`src/rtl/axis_testpattern_counter_gen.sv`:
```
// AXI4-Stream ramp pattern source: START, START+INCR, ... <= END, then wrap, one sample per DIVIDER clocks.
// Optional m_axis_tlast (end-of-ramp marker) is built when TESTPATTERN_TLAST_EN is defined.
module axis_testpattern_counter_gen #(
  parameter int M00_AXIS_TDATA_WIDTH = 32,
  parameter int COUNTER_START        = 0,
  parameter int COUNTER_END          = 255,
  parameter int COUNTER_INCR         = 1,
  parameter int DIVIDER              = 1
) (
  input  logic                            m_axis_aclk,
  input  logic                            m_axis_aresetn,
  input  logic                            enable,
  output logic [M00_AXIS_TDATA_WIDTH-1:0] m_axis_tdata,
  output logic                            m_axis_tvalid,
`ifdef TESTPATTERN_TLAST_EN
  output logic                            m_axis_tlast,
`endif
  input  logic                            m_axis_tready
);

  localparam int W     = M00_AXIS_TDATA_WIDTH;
  localparam int DIV_W = (DIVIDER > 1) ? $clog2(DIVIDER) : 1;

  localparam logic [DIV_W-1:0] DIV_MAX = DIV_W'(DIVIDER - 1);
  localparam logic [W-1:0]     START_W = W'(COUNTER_START);
  localparam logic [W-1:0]     INCR_W  = W'(COUNTER_INCR);
  // One extra bit so cnt+INCR cannot overflow when compared against END.
  localparam logic [W:0]       INCR_X  = (W + 1)'(COUNTER_INCR);
  localparam logic [W:0]       END_X   = (W + 1)'(COUNTER_END);

  logic [DIV_W-1:0] div_reg;
  logic [DIV_W-1:0] div_next;
  logic [W-1:0]     cnt_reg;
  logic [W-1:0]     cnt_next;
  logic             cnt_wrap;
  logic             tick;
  logic             slot_free;
  logic             load;
  logic             release_slot;

  always_comb begin
    cnt_wrap     = ({1'b0, cnt_reg} + INCR_X) > END_X;
    cnt_next     = cnt_wrap ? START_W : (cnt_reg + INCR_W);
    tick         = enable && (div_reg == DIV_MAX);
    slot_free    = !m_axis_tvalid || m_axis_tready;
    // A tick that finds the slot occupied is dropped; cnt stays put so no value is skipped.
    load         = tick && slot_free;
    release_slot = m_axis_tvalid && m_axis_tready && !load;
  end

  always_comb begin
    div_next = div_reg;
    if (!enable) begin
      div_next = '0;
    end else if (div_reg == DIV_MAX) begin
      div_next = '0;
    end else begin
      div_next = div_reg + DIV_W'(1);
    end
  end

  always_ff @(posedge m_axis_aclk or negedge m_axis_aresetn) begin
    if (!m_axis_aresetn) begin
      div_reg <= '0;
      cnt_reg <= START_W;
    end else begin
      div_reg <= div_next;
      if (load) begin
        cnt_reg <= cnt_next;
      end
    end
  end

  always_ff @(posedge m_axis_aclk or negedge m_axis_aresetn) begin
    if (!m_axis_aresetn) begin
      m_axis_tdata  <= '0;
      m_axis_tvalid <= 1'b0;
    end else if (load) begin
      m_axis_tdata  <= cnt_reg;
      m_axis_tvalid <= 1'b1;
    end else if (release_slot) begin
      m_axis_tvalid <= 1'b0;
    end
  end

`ifdef TESTPATTERN_TLAST_EN
  // Marks the sample whose successor restarts the ramp.
  always_ff @(posedge m_axis_aclk or negedge m_axis_aresetn) begin
    if (!m_axis_aresetn) begin
      m_axis_tlast <= 1'b0;
    end else if (load) begin
      m_axis_tlast <= cnt_wrap;
    end
  end
`endif

endmodule

```
`config.mk`:
```
export PLATFORM = sky130hd
export DESIGN_NAME = axis_testpattern_counter_gen
export DESIGN_NICKNAME = d
export VERILOG_FILES = /design/src/rtl/axis_testpattern_counter_gen.sv
export SDC_FILE = /design/constraint.sdc
export NUM_CORES = 1
export LEC_CHECK = 0
export CAP_MARGIN = 5
export CORE_ASPECT_RATIO = 1.2
export CORE_MARGIN = 1
export CORE_UTILIZATION = 50
export CTS_BUF_LIST = sky130_fd_sc_hd__clkbuf_4 sky130_fd_sc_hd__clkbuf_8 sky130_fd_sc_hd__clkbuf_16
export CTS_CLUSTER_SIZE = 10
export DETAILED_ROUTE_END_ITERATION = 8
export HOLD_SLACK_MARGIN = 0.15
export PLACE_DENSITY = 0.72
export SYNTH_ARGS = -nofsm -noshare
export SYNTH_HDL_FRONTEND = slang
export SYNTH_SLANG_ARGS = --single-unit
```
`constraint.sdc`:
```
create_clock -name m_axis_aclk -period 4.4 [get_ports m_axis_aclk]
set_input_delay 1.1 -clock m_axis_aclk [delete_from_list [all_inputs] [get_ports m_axis_aclk]]
set_output_delay 1.1 -clock m_axis_aclk [all_outputs]
set_load 0.02 [all_outputs]
```
# After elaboration in Yosys (flattened, before gate mapping)
# Index checks and enable logic that the tools add are counted.
# word_totals
regBits	66
in_bits	4
out_inout_bits	33
# op_classes
n_addsub	3
n_lt_le_gt_ge	1
muxes	5
bitwise	1
reduce_logical	8
# op_table
op	n
$add A32 B1 Y33 const B	1
$gt A33 B8 Y1 const B	1
$add A32 B1 Y32 const B	1
$mux W32	1
$logic_and A1 B1 Y1	4
$mux W1	4
$logic_not A1 Y1	2
$reduce_bool A2 Y1	1
$add A1 B1 Y1 const B	1
$logic_or A1 B1 Y1	1
$not A1 Y1	1

# Depth between registers and ports, before layout
# Gate-level depths: netlist of the first run.
# logic_depth
ltp_word	7
mapped_depth	9

# Worst setup path after synthesis of the first run
# OpenSTA, ideal clock, no wires.
# synth_timing
path_kind	input to register
from	input port m_axis_tready
to	register cnt_reg[4]
setup_time_ps	82
t_arrival_ps	2461
required_time_ps	4318
path_slack_ps	1857
path_stages	9
n_path_buf	2
cell_sequence	nand2b_1 -> and2_1 -> clkbuf_1 -> and3_1 -> o2111ai_1 -> nor4_4 -> buf_4 -> nand4_1 -> a31oi_1
# synth_via
elab_chain_cells	2
# synth_lines
item	line_no	source
start: declaration	18	input logic m_axis_tready
$logic_or A1 B1 Y1	45	slot_free = !m_axis_tvalid || m_axis_tready;
$logic_and A1 B1 Y1	47	load = tick && slot_free;
end signal: assignment	69	cnt_reg <= cnt_next;
end: declaration	33	logic [W-1:0] cnt_reg;
# No other way between the ends.
# A chain may end at the register's enable or synchronous reset.

# Final worst setup path of the first run
# layout_timing
from	register cnt_reg[2]
to	register cnt_reg[7]
# layout_via
elab_chain_cells	3
word_cells_on_any_way	4
cone_classes	add/sub: 2; order compare: 1; mux: 1
# layout_lines
item	line_no	source
$add A32 B1 Y33	42	cnt_wrap = ({1'b0, cnt_reg} + INCR_X) > END_X;
$gt A33 B8 Y1	42	
$mux W32 *	43	cnt_next = cnt_wrap ? START_W : (cnt_reg + INCR_W);
# Mark *: on every way between the ends. The rest lies on a longest branch, timed or not.

==> summary.md, run 1 <==
| Metric | Value |
|---|---|
| Initial core utilization | `approximately 53%` |
| Residual DRC count | `0` |
| Total chip power | `roughly 1.3 mW` |
| Placer Congestion | `around 0.89` |
| Hold Crit Class | `reg -> reg` |
| Synth top area share | `50.80%` |
| Largest net degree at the start of global routing | `36` |
| Leak Pwr | `roughly 1.7 nW` |
| Mapped Area | `3202 µm²` |
| Number of post-CTS setup repair buffers | `0` |
| Unrepaired setup endpoints after global routing | `false` |
| ANT nets after route | `0` |
| Seq/Total Area, Yosys | `a little over 50%` |
| Total die area | `around 6700 µm²` |
| H-tree levels | `3` |
| Synth Area in Compound Gates | `10.94%` |
| Worst slew pin tran | `between 900 and 1000 ps` |
| Crit path kind | `reg -> reg` |
| Met3 wire length | `~290 µm` |
| Total Routed Length | `7184 µm` |
| Top_reg_cell synth | `dfrtp_1` |
| Row count | `31` |
| Fmax | `between 300 and 400 MHz` |
| Total negative slack | `0 ps` |
| Initial antenna violation count | `0` |
| CP Launch Type | `flop` |
| # hold bufs at CTS | `0` |
| Post-DP HPWL | `~5000 µm` |
| Share of cells above drive strength 1 | `8.505%` |
| Most common cell in the netlist | `nand2_1` |
| Max cap viols | `0` |
| Outcome | `finished, final reports clean` |
| Setup WS pre-CTS | `~1300 ps` |
| Synth Area in Simple Gates | `about a third` |
| Post-layout nets | `approximately 390` |
| Crit path time final | `approximately 3100 ps` |
| CTS max path bufs | `2` |
| P&R area growth vs syn | `19.15%` |
| Xor-xnor portion of the synthesized cell area | `less than 1%` |
| CP Data Required Time | `between 4000 and 5000 ps` |
| Final global-route overflow total | `0` |
| Slew Limit Fails | `0` |
| Synth top cells by count | `nand2_1 (108), dfrtp_1 (65), and2_1 (27)` |
| Vias in the first global route | `between 2,000 and 2,500` |
| Slew HR | `38.64%` |
| FFs w/ async S/R, synth | `100.0%` |
| Setup ws final | `1315 ps` |
| Vias per cell | `between 5 and 6` |
| Port Buffers | `36` |
| Diode count | `0` |
| GRT Resource Usage Total | `24.13%` |
| Yosys cell types | `53` |
| Largest family of logic cells by synthesized area | `simple AND/OR/NAND/NOR gates` |
| Cell Area, Placed | `~3600 µm²` |
| Clk sinks | `between 60 and 70` |
| Max Used Layer | `met4` |
| Die H | `roughly 90 µm` |
| Fin Clk Skew | `~13 ps` |
| Clock-pin slew on the worst setup and hold paths | `around 70 ps` |
| Clock Root Buffer | `clkbuf_8` |
| Die Wd | `roughly 75 µm` |
| Mean Syn Cell Area | `just over 9 µm²` |
| PwrDens | `351.2 nW/µm²` |
| Core Region | `6090 µm²` |
| Metal1 wirelength | `around 3400 µm` |
| Synth warn | `0` |
| CTS resizes | `0` |
| Top cells by area, synth | `dfrtp_1 (51%), nand2_1 (13%), and2_1 (5.3%)` |
| DR WL met2 | `roughly 3400 µm` |
| Fin area | `around 3800 µm²` |
| Syn_nets | `between 300 and 400` |
| Cells after Synth | `350` |
| Worst-path maximum fanout | `13` |
| Crit end category | `flop` |
| Routed len/inst | `15.29 µm` |
| Adder and majority cell fraction of the synthesized area | `less than 1%` |
| Setup Viol. Count Final | `0` |
| Number of enable flip-flop cells after synthesis | `0` |
| Post-route clock period utilization | `70.11%` |
| Total CTS buffers | `9` |
| Peak VDD IR | `roughly 0.26 mV` |
| Initial DRT Pass Iterations | `5` |
| CTS tree | `built` |
| Synth area leader | `dfrtp_1` |
| Final Hold Fails | `0` |
| Crit path DAT | `about 3400 ps` |
| First-pass GRT wire length | `roughly 12,000 µm` |
| Initial DRC count | `175` |
| Mux cell area share after synthesis | `roughly 1.0%` |
| Total number of vias | `about 2,600` |
| Worst-skew pair later-pin latency | `350 ps` |
| Synthesis-stage register bit count | `65` |
| IO Count | `37` |
## worst paths after layout
check | start | to | slack [ps] | depth (start not counted)
min in group asynchronous | m_axis_aresetn | cnt_reg[25] | 830 | 1
hold / removal | m_axis_tdata[25] | m_axis_tdata[25] | 470 | 2
max in group asynchronous | m_axis_aresetn | cnt_reg[9] | 2700 | 2
setup / recovery | cnt_reg[2] | cnt_reg[7] | 1320 | 7
setup reg to reg | cnt_reg[2] | cnt_reg[7] | 1320 | 7
hold reg to reg | m_axis_tdata[25] | m_axis_tdata[25] | 470 | 2
## worst max-delay path: stages (launching register included)
cell	delay [ps]
dfrtp_1	490
nand4_1	360
or4_4	560
nor4_1	330
a211oi_1	170
a211oi_2	720
nand4b_1	180
a31oi_1	190
## layer usage
| layer | vias to the layer above | GRT usage, % |
|---|---|---|
| met5 | - | 0 |
| met4 | 0 | 8.748 |
| met3 | 8 | 6.027 |
| met2 | 68 | 36.53 |
| met1 | 1270 | 33.57 |
| li1 | 1296 | - |
## power breakdown
part / leakage, nW / switching, mW / internal [mW] / total (mW)
clock network: 0.103 / 0.239 / 0.261 / 0.500
logic: 0.694 / 0.0964 / 0.0701 / 0.167
registers: 0.894 / 0.0422 / 0.631 / 0.673
total: 1.69 / 0.378 / 0.962 / 1.34
## area by class of cell
cell class / instances / area (µm²)
fillers: 536 / 2275
flip-flops and latches: 65 / 1627
multi-input cells: 263 / 1478
repair buffers: 40 / 397.9
clock buffers: 9 / 123.9
well taps: 82 / 102.6
clock inverters: 7 / 71.32
inverters: 4 / 15.01
## stage by stage
step	utilization [%]	std cells	hold WS (ps)
after floorplan	-	350	496.9
after global placement	59.44	454	457.4
after detailed placement	59.44	454	461.5
after CTS	62.65	470	477.5
after global routing	62.65	470	496.6
final	62.65	470	474.9
## logic make-up after synthesis
kind of cell / after synthesis
and+or+nand+nor: 210
xor gates and xnor gates: 2
muxes: 3
AOI/OAI and AO/OA: 46
adders and majority gates: 2
DFF: 65
buffers and inverters: 22
## cell usage in the layout, fill, tap and decap left out, types with 5 or more instances in the layout
cell type        instances
a41oi_1                  8
and2_1                  27
clkbuf_8                 9
clkdlybuf4s50_1         35
dfrtp_1                 65
nand2_1                108
nand3_1                  5
nand4_1                 13
nor2_1                  17
nor3_1                   9
nor4_1                   6
o21ai_0                  5
No activity file was read; power rests on OpenSTA's default activity.
==> run 2: changes to the inputs <==
--- a/config.mk
+++ b/config.mk
@@ -13,7 +13,7 @@
 export CTS_CLUSTER_SIZE = 10
 export DETAILED_ROUTE_END_ITERATION = 8
 export HOLD_SLACK_MARGIN = 0.15
-export PLACE_DENSITY = 0.72
+export PLACE_DENSITY = 0.75
 export SYNTH_ARGS = -nofsm -noshare
 export SYNTH_HDL_FRONTEND = slang
 export SYNTH_SLANG_ARGS = --single-unit
==> constraint.sdc (replaced) <==
create_clock -name m_axis_aclk -period 2.6 [get_ports m_axis_aclk]
set_input_delay 0.65 -clock m_axis_aclk [delete_from_list [all_inputs] [get_ports m_axis_aclk]]
set_output_delay 0.65 -clock m_axis_aclk [all_outputs]
set_load 0.02 [all_outputs]
==> run 2 against run 1 <==
  * Worst setup slack got worse by 1200 ps
  * Total power increased by 75%
  * Core utilization increased by 3.3 points
  * Design area increased by 5.2%
  * Largest cell class unchanged
  * Clock power increased by 72%
  * Non-clock buffer count increased by 21
  * Worst hold slack got worse by 170 ps
  * Register-to-register slack got worse by 1200 ps
  * Sequential share of layout area decreased by 2.1 points
  * Critical endpoint is now cnt_reg[3]
==> summary.md, run 2 (synthesis results as in run 1) <==
| Metric | Value |
|---|---|
| Outcome | `finished, final reports clean` |
| DR WL met2 | `around 3600 µm` |
| P&R area growth vs syn | `25.40%` |
| Worst-path maximum fanout | `13` |
| Vias in the first global route | `about 2,500` |
| Max Used Layer | `met4` |
| First-pass GRT wire length | `between 10,000 and 15,000 µm` |
| Layout Cells excl Fill | `490` |
| PwrDens | `583.0 nW/µm²` |
| Clock Root Buffer | `clkbuf_8` |
| Commonest non-fill, non-tap cell in the layout | `nand2_1` |
| Total number of vias | `about 2,700` |
| Clk sinks | `65` |
| Crit path DAT | `2690 ps` |
| Net Switching | `619.4 µW` |
| Vias per cell | `about 5.6` |
| Fmax | `406.2 MHz` |
| Initial antenna violation count | `0` |
| Share of cells above drive strength 1 | `roughly 14%` |
| Post-layout nets | `410` |
| Port Buffers | `36` |
| Die Wd | `75.05 µm` |
| Residual DRC count | `0` |
| Crit path kind | `reg -> reg` |
| Most frequent cells in the layout | `nand2_1 (108), dfrtp_1 (64), clkdlybuf4s50_1 (35), and2_1 (27), buf_4 (21)` |
| Final Hold Fails | `0` |
| Switching share of total power | `about a quarter` |
| Crit path time final | `2462 ps` |
| Worst slew pin tran | `469.5 ps` |
| Total die area | `a little under 7000 µm²` |
| Cell-internal power | `approximately 1.7 mW` |
| Worst-skew pair later-pin latency | `340 ps` |
| Clock power frac | `between 30 and 40%` |
| Post-route clock period utilization | `94.69%` |
| Initial DRT Pass Iterations | `4` |
| Depth of the worst register-to-register path | `11` |
| Peak VDD IR | `between 0.4 and 0.5 mV` |
| Diode count | `0` |
| CTS max path bufs | `2` |
| Met3 wire length | `between 200 and 300 µm` |
| Setup Viol. Count Final | `0` |
| IO Count | `37` |
| Final global-route overflow total | `0` |
| Largest net degree at the start of global routing | `between 60 and 70` |
| H-tree levels | `3` |
| Leak Pwr | `roughly 1.8 nW` |
| Fin Clk Skew | `approximately 6.9 ps` |
| Max cap viols | `0` |
| RR Startpoint | `cnt_reg[0]` |
| Total Routed Length | `roughly 7500 µm` |
| Comb pwr share | `roughly 15%` |
| CP Launch Type | `flop` |
| Core Region | `~6100 µm²` |
| CTS tree | `built` |
| Total chip power | `between 2 and 2.5 mW` |
| Cell count after placement | `473` |
| Sequential share of power | `a little under half` |
| Die H | `~90 µm` |
| # hold bufs at CTS | `0` |
| Metal1 wirelength | `approximately 3400 µm` |
| Placer Congestion | `0.9037` |
| GRT Resource Usage Total | `around a quarter` |
| Slew Limit Fails | `0` |
| Slew HR | `between 60% and 70%` |
| Hold Crit Class | `in -> async` |
| Initial DRC count | `roughly 220` |
| Post-DP HPWL | `roughly 5000 µm` |
| Clock-pin slew on the worst setup and hold paths | `about 70 ps` |
| Worst R2R Setup Slack | `140 ps` |
| Initial core utilization | `a little over half` |
| Routed len/inst | `between 15 and 20 µm` |
| CP Data Required Time | `2820 ps` |
| Crit end category | `flop` |
| Row count | `31` |
| Total CTS buffers | `9` |
| Crit Reg-Reg Endpoint | `cnt_reg[3]` |
| ANT nets after route | `0` |
run 2: changes by cell type in the layout (fill, tap and decap cells not counted), sizes merged:
cell / previous run / this run
clkinv: 6 / 2
buf: 5 / 26
clkbuf: 9 / 12
run 2: worst max path at each step:
stage / from / endpoint / slack [ps] / depth (start not counted)
global route: cnt_reg[10] / cnt_reg[4] / -20 / 8
detailed placement: cnt_reg[1] / cnt_reg[3] / 100 / 9
CTS: cnt_reg[1] / cnt_reg[3] / 70 / 11
floorplan: cnt_reg[1] / cnt_reg[4] / 170 / 9
global placement: cnt_reg[1] / cnt_reg[3] / 140 / 11
finish: cnt_reg[0] / cnt_reg[3] / 140 / 11
run 2: stage by stage:
stage	util (%)	worst slack (ps)	setup TNS, ps	cell area (µm²)	hold WS (ps)
2_1_floorplan	-	170.5	0	3202	354.4
3_3_place_gp	62.19	137.3	0	3787	456.8
3_5_place_dp	62.19	103.1	0	3787	462.1
4_1_cts	65.46	68.38	0	3986	319.0
5_1_grt	65.93	-19.69	-33.10	4015	333.6
6_report	65.93	137.9	0	4015	300.2
run 2: timing repair:
| item | 4_1_cts | 5_1_grt |
|---|---|---|
| endpoints found under the hold margin | 0 | 0 |
| gates resized for setup | 0 | 4 |
| setup endpoints to repair | 0 | 8 |
| buffers inserted | 0 | 2 |
run 2: power by group through the flow:
stage	Combinational, mW	Clock, mW	Sequential (mW)
2_1_floorplan	0.152	0	1.17
3_3_place_gp	0.335	0	1.13
3_5_place_dp	0.340	0	1.14
4_1_cts	0.342	0.882	1.12
5_1_grt	0.399	0.920	1.13
6_report	0.360	0.859	1.12
run 2: worst max-delay path, cell delays in order (launching register included):
cell      delay (ps)
dfrtp_1          420
ha_2             250
nand3_1          110
buf_4            170
nor4_1           160
buf_4            180
nand3_1           80
a211oi_1         390
a211oi_2          60
buf_4            200
a41oi_1          260
nor2_1            80
run 2: final cells by class:
class / count / area, µm²
Multi-Input combinational cell: 263 / 1486
Clock inverter: 3 / 40.04
Clock buffer: 12 / 158.9
Sequential cell: 65 / 1628
Timing Repair Buffer: 61 / 584.3
Tap cell: 82 / 102.6
Fill cell: 560 / 2074
Inverter: 4 / 15.01
run 2: routing by layer:
metal | global-route usage, % | vias to the layer above
met5 | 0 | -
met4 | 8.748 | 0
met3 | 5.692 | 15
met2 | 38.17 | 71
met1 | 33.43 | 1305
li1 | - | 1337
==> run 3: changes to the inputs <==
--- a/config.mk
+++ b/config.mk
@@ -12,8 +12,10 @@
 export CTS_BUF_LIST = sky130_fd_sc_hd__clkbuf_4 sky130_fd_sc_hd__clkbuf_8 sky130_fd_sc_hd__clkbuf_16
 export CTS_CLUSTER_SIZE = 10
 export DETAILED_ROUTE_END_ITERATION = 8
+export GPL_ROUTABILITY_DRIVEN = 0
 export HOLD_SLACK_MARGIN = 0.15
 export PLACE_DENSITY = 0.75
+export RECOVER_POWER = 25
 export SYNTH_ARGS = -nofsm -noshare
 export SYNTH_HDL_FRONTEND = slang
 export SYNTH_SLANG_ARGS = --single-unit
==> run 3 against run 2 <==
  * Register-to-register slack barely moved
  * Highest routed layer unchanged
  * Non-clock buffer count fell by 5
  * Critical path type unchanged
  * Wire length fell by 3.6%
==> summary.md, run 3 (synthesis results as in run 1) <==
| Metric | Value |
|---|---|
| Core Region | `6090 µm²` |
| GRT Resource Usage Total | `23.12%` |
| Final Core Density | `roughly two thirds` |
| Crit path kind | `reg -> reg` |
| IO Count | `37` |
| Diode count | `0` |
| Total chip power | `roughly 2.3 mW` |
| Most frequent cells in the layout | `nand2_1 (108), dfrtp_1 (55), clkdlybuf4s50_1 (34), and2_1 (27), buf_4 (18)` |
| Worst slew pin tran | `between 1000 and 1500 ps` |
| Worst-path maximum fanout | `12` |
| Number of post-CTS setup repair buffers | `0` |
| ANT nets after route | `0` |
| CP Launch Type | `flop` |
| Post-route clock period utilization | `95.02%` |
| Row count | `31` |
| CTS max path bufs | `2` |
| Largest net degree at the start of global routing | `35` |
| Commonest non-fill, non-tap cell in the layout | `nand2_1` |
| Post-layout nets | `between 400 and 500` |
| Crit path time final | `~2500 ps` |
| PwrDens | `589.9 nW/µm²` |
| Routed len/inst | `around 15 µm` |
| Die Wd | `75.05 µm` |
| Crit path DAT | `~2700 ps` |
| Slew Limit Fails | `0` |
| Fmax | `404.8 MHz` |
| Port Buffers | `36` |
| Total negative slack | `0 ps` |
| H-tree levels | `3` |
| Crit end category | `flop` |
| Setup ws final | `roughly 130 ps` |
| Initial antenna violation count | `0` |
| Worst-skew pair later-pin latency | `approximately 340 ps` |
| First-pass GRT wire length | `about 12,000 µm` |
| Max cap viols | `0` |
| Initial DRC count | `~210` |
| Setup WS pre-CTS | `slightly above 80 ps` |
| Initial core utilization | `between 50% and 60%` |
| Outcome | `finished, final reports clean` |
| Setup Viol. Count Final | `0` |
| Total number of vias | `~2,700` |
| Cell count after placement | `470` |
| Total Routed Length | `approximately 7200 µm` |
| Die H | `89.66 µm` |
| Clk sinks | `65` |
| Residual DRC count | `0` |
| Peak VDD IR | `approximately 0.34 mV` |
| Leak Pwr | `between 1.5 and 2 nW` |
| Slew HR | `roughly an eighth` |
| Fin Clk Skew | `7.850 ps` |
| P&R area growth vs syn | `24.31%` |
| Unrepaired setup endpoints after global routing | `false` |
| Share of cells above drive strength 1 | `~15%` |
| Vias per cell | `about 5.7` |
| Initial DRT Pass Iterations | `4` |
| Final Hold Fails | `0` |
| Post-DP HPWL | `slightly below 5000 µm` |
| Hold Crit Class | `reg -> reg` |
| Clock Root Buffer | `clkbuf_8` |
| CP Data Required Time | `approximately 2900 ps` |
| Final global-route overflow total | `0` |
| Total die area | `between 6000 and 7000 µm²` |
| Clock-pin slew on the worst setup and hold paths | `~70 ps` |
| CTS tree | `built` |
| Layout Cells excl Fill | `approximately 490` |
| Vias in the first global route | `around 2,400` |
| Total CTS buffers | `9` |
## run 3: metal layers
metal | wire length, µm | GRT usage [%]
met5 | 0 | 0
met4 | 201 | 12.18
met3 | 337 | 4.688
met2 | 3471 | 35.95
met1 | 3197 | 30.46
## run 3: layout make-up
cell class,instances,area [µm²]
clock buffers,13,178.9
inverters,4,15.01
fillers,520,2110
multi-input cells,263,1504
repair buffers,56,505.5
flip-flops and latches,65,1639
clock inverters,2,35.03
well taps,82,102.6
## run 3: power by group
part	total, mW	internal, mW	switching [mW]
Combinational	0.313	0.132	0.181
Clock	0.902	0.541	0.361
Sequential	1.13	1.07	0.0600
## run 3: through the flow
| stage | hold slack [ps] | area, µm² |
|---|---|---|
| 2_1_floorplan | 354.4 | 3202 |
| 3_3_place_gp | 456.6 | 3727 |
| 3_5_place_dp | 461.7 | 3727 |
| 4_1_cts | 306.3 | 3941 |
| 5_1_grt | 497.7 | 3980 |
| 6_report | 473.6 | 3980 |
## run 3: final timing paths
check	startpoint	end	slack (ps)	cells after the start
setup / recovery	cnt_reg[1]	cnt_reg[7]	130	8
hold / removal	m_axis_tdata[19]	m_axis_tdata[19]	470	2
max in group asynchronous	m_axis_aresetn	m_axis_tdata[24]	890	2
setup reg to reg	cnt_reg[1]	cnt_reg[7]	130	8
min in group asynchronous	m_axis_aresetn	m_axis_tdata[15]	580	1
hold reg to reg	m_axis_tdata[19]	m_axis_tdata[19]	470	2
## run 3: worst max-delay path: stages, from the launching register on
cell      delay, ps
dfrtp_2         430
nand4_1         260
or4_4           530
nor3_1          220
o22ai_1         160
nor4_4          290
buf_4           220
nand4b_1        110
a31oi_1         170
## run 3: repair_timing
| item | CTS | global route |
|---|---|---|
| endpoints found under the setup margin | 0 | 8 |
| hold buffers | 0 | 0 |
| gates resized for setup | 0 | 16 |
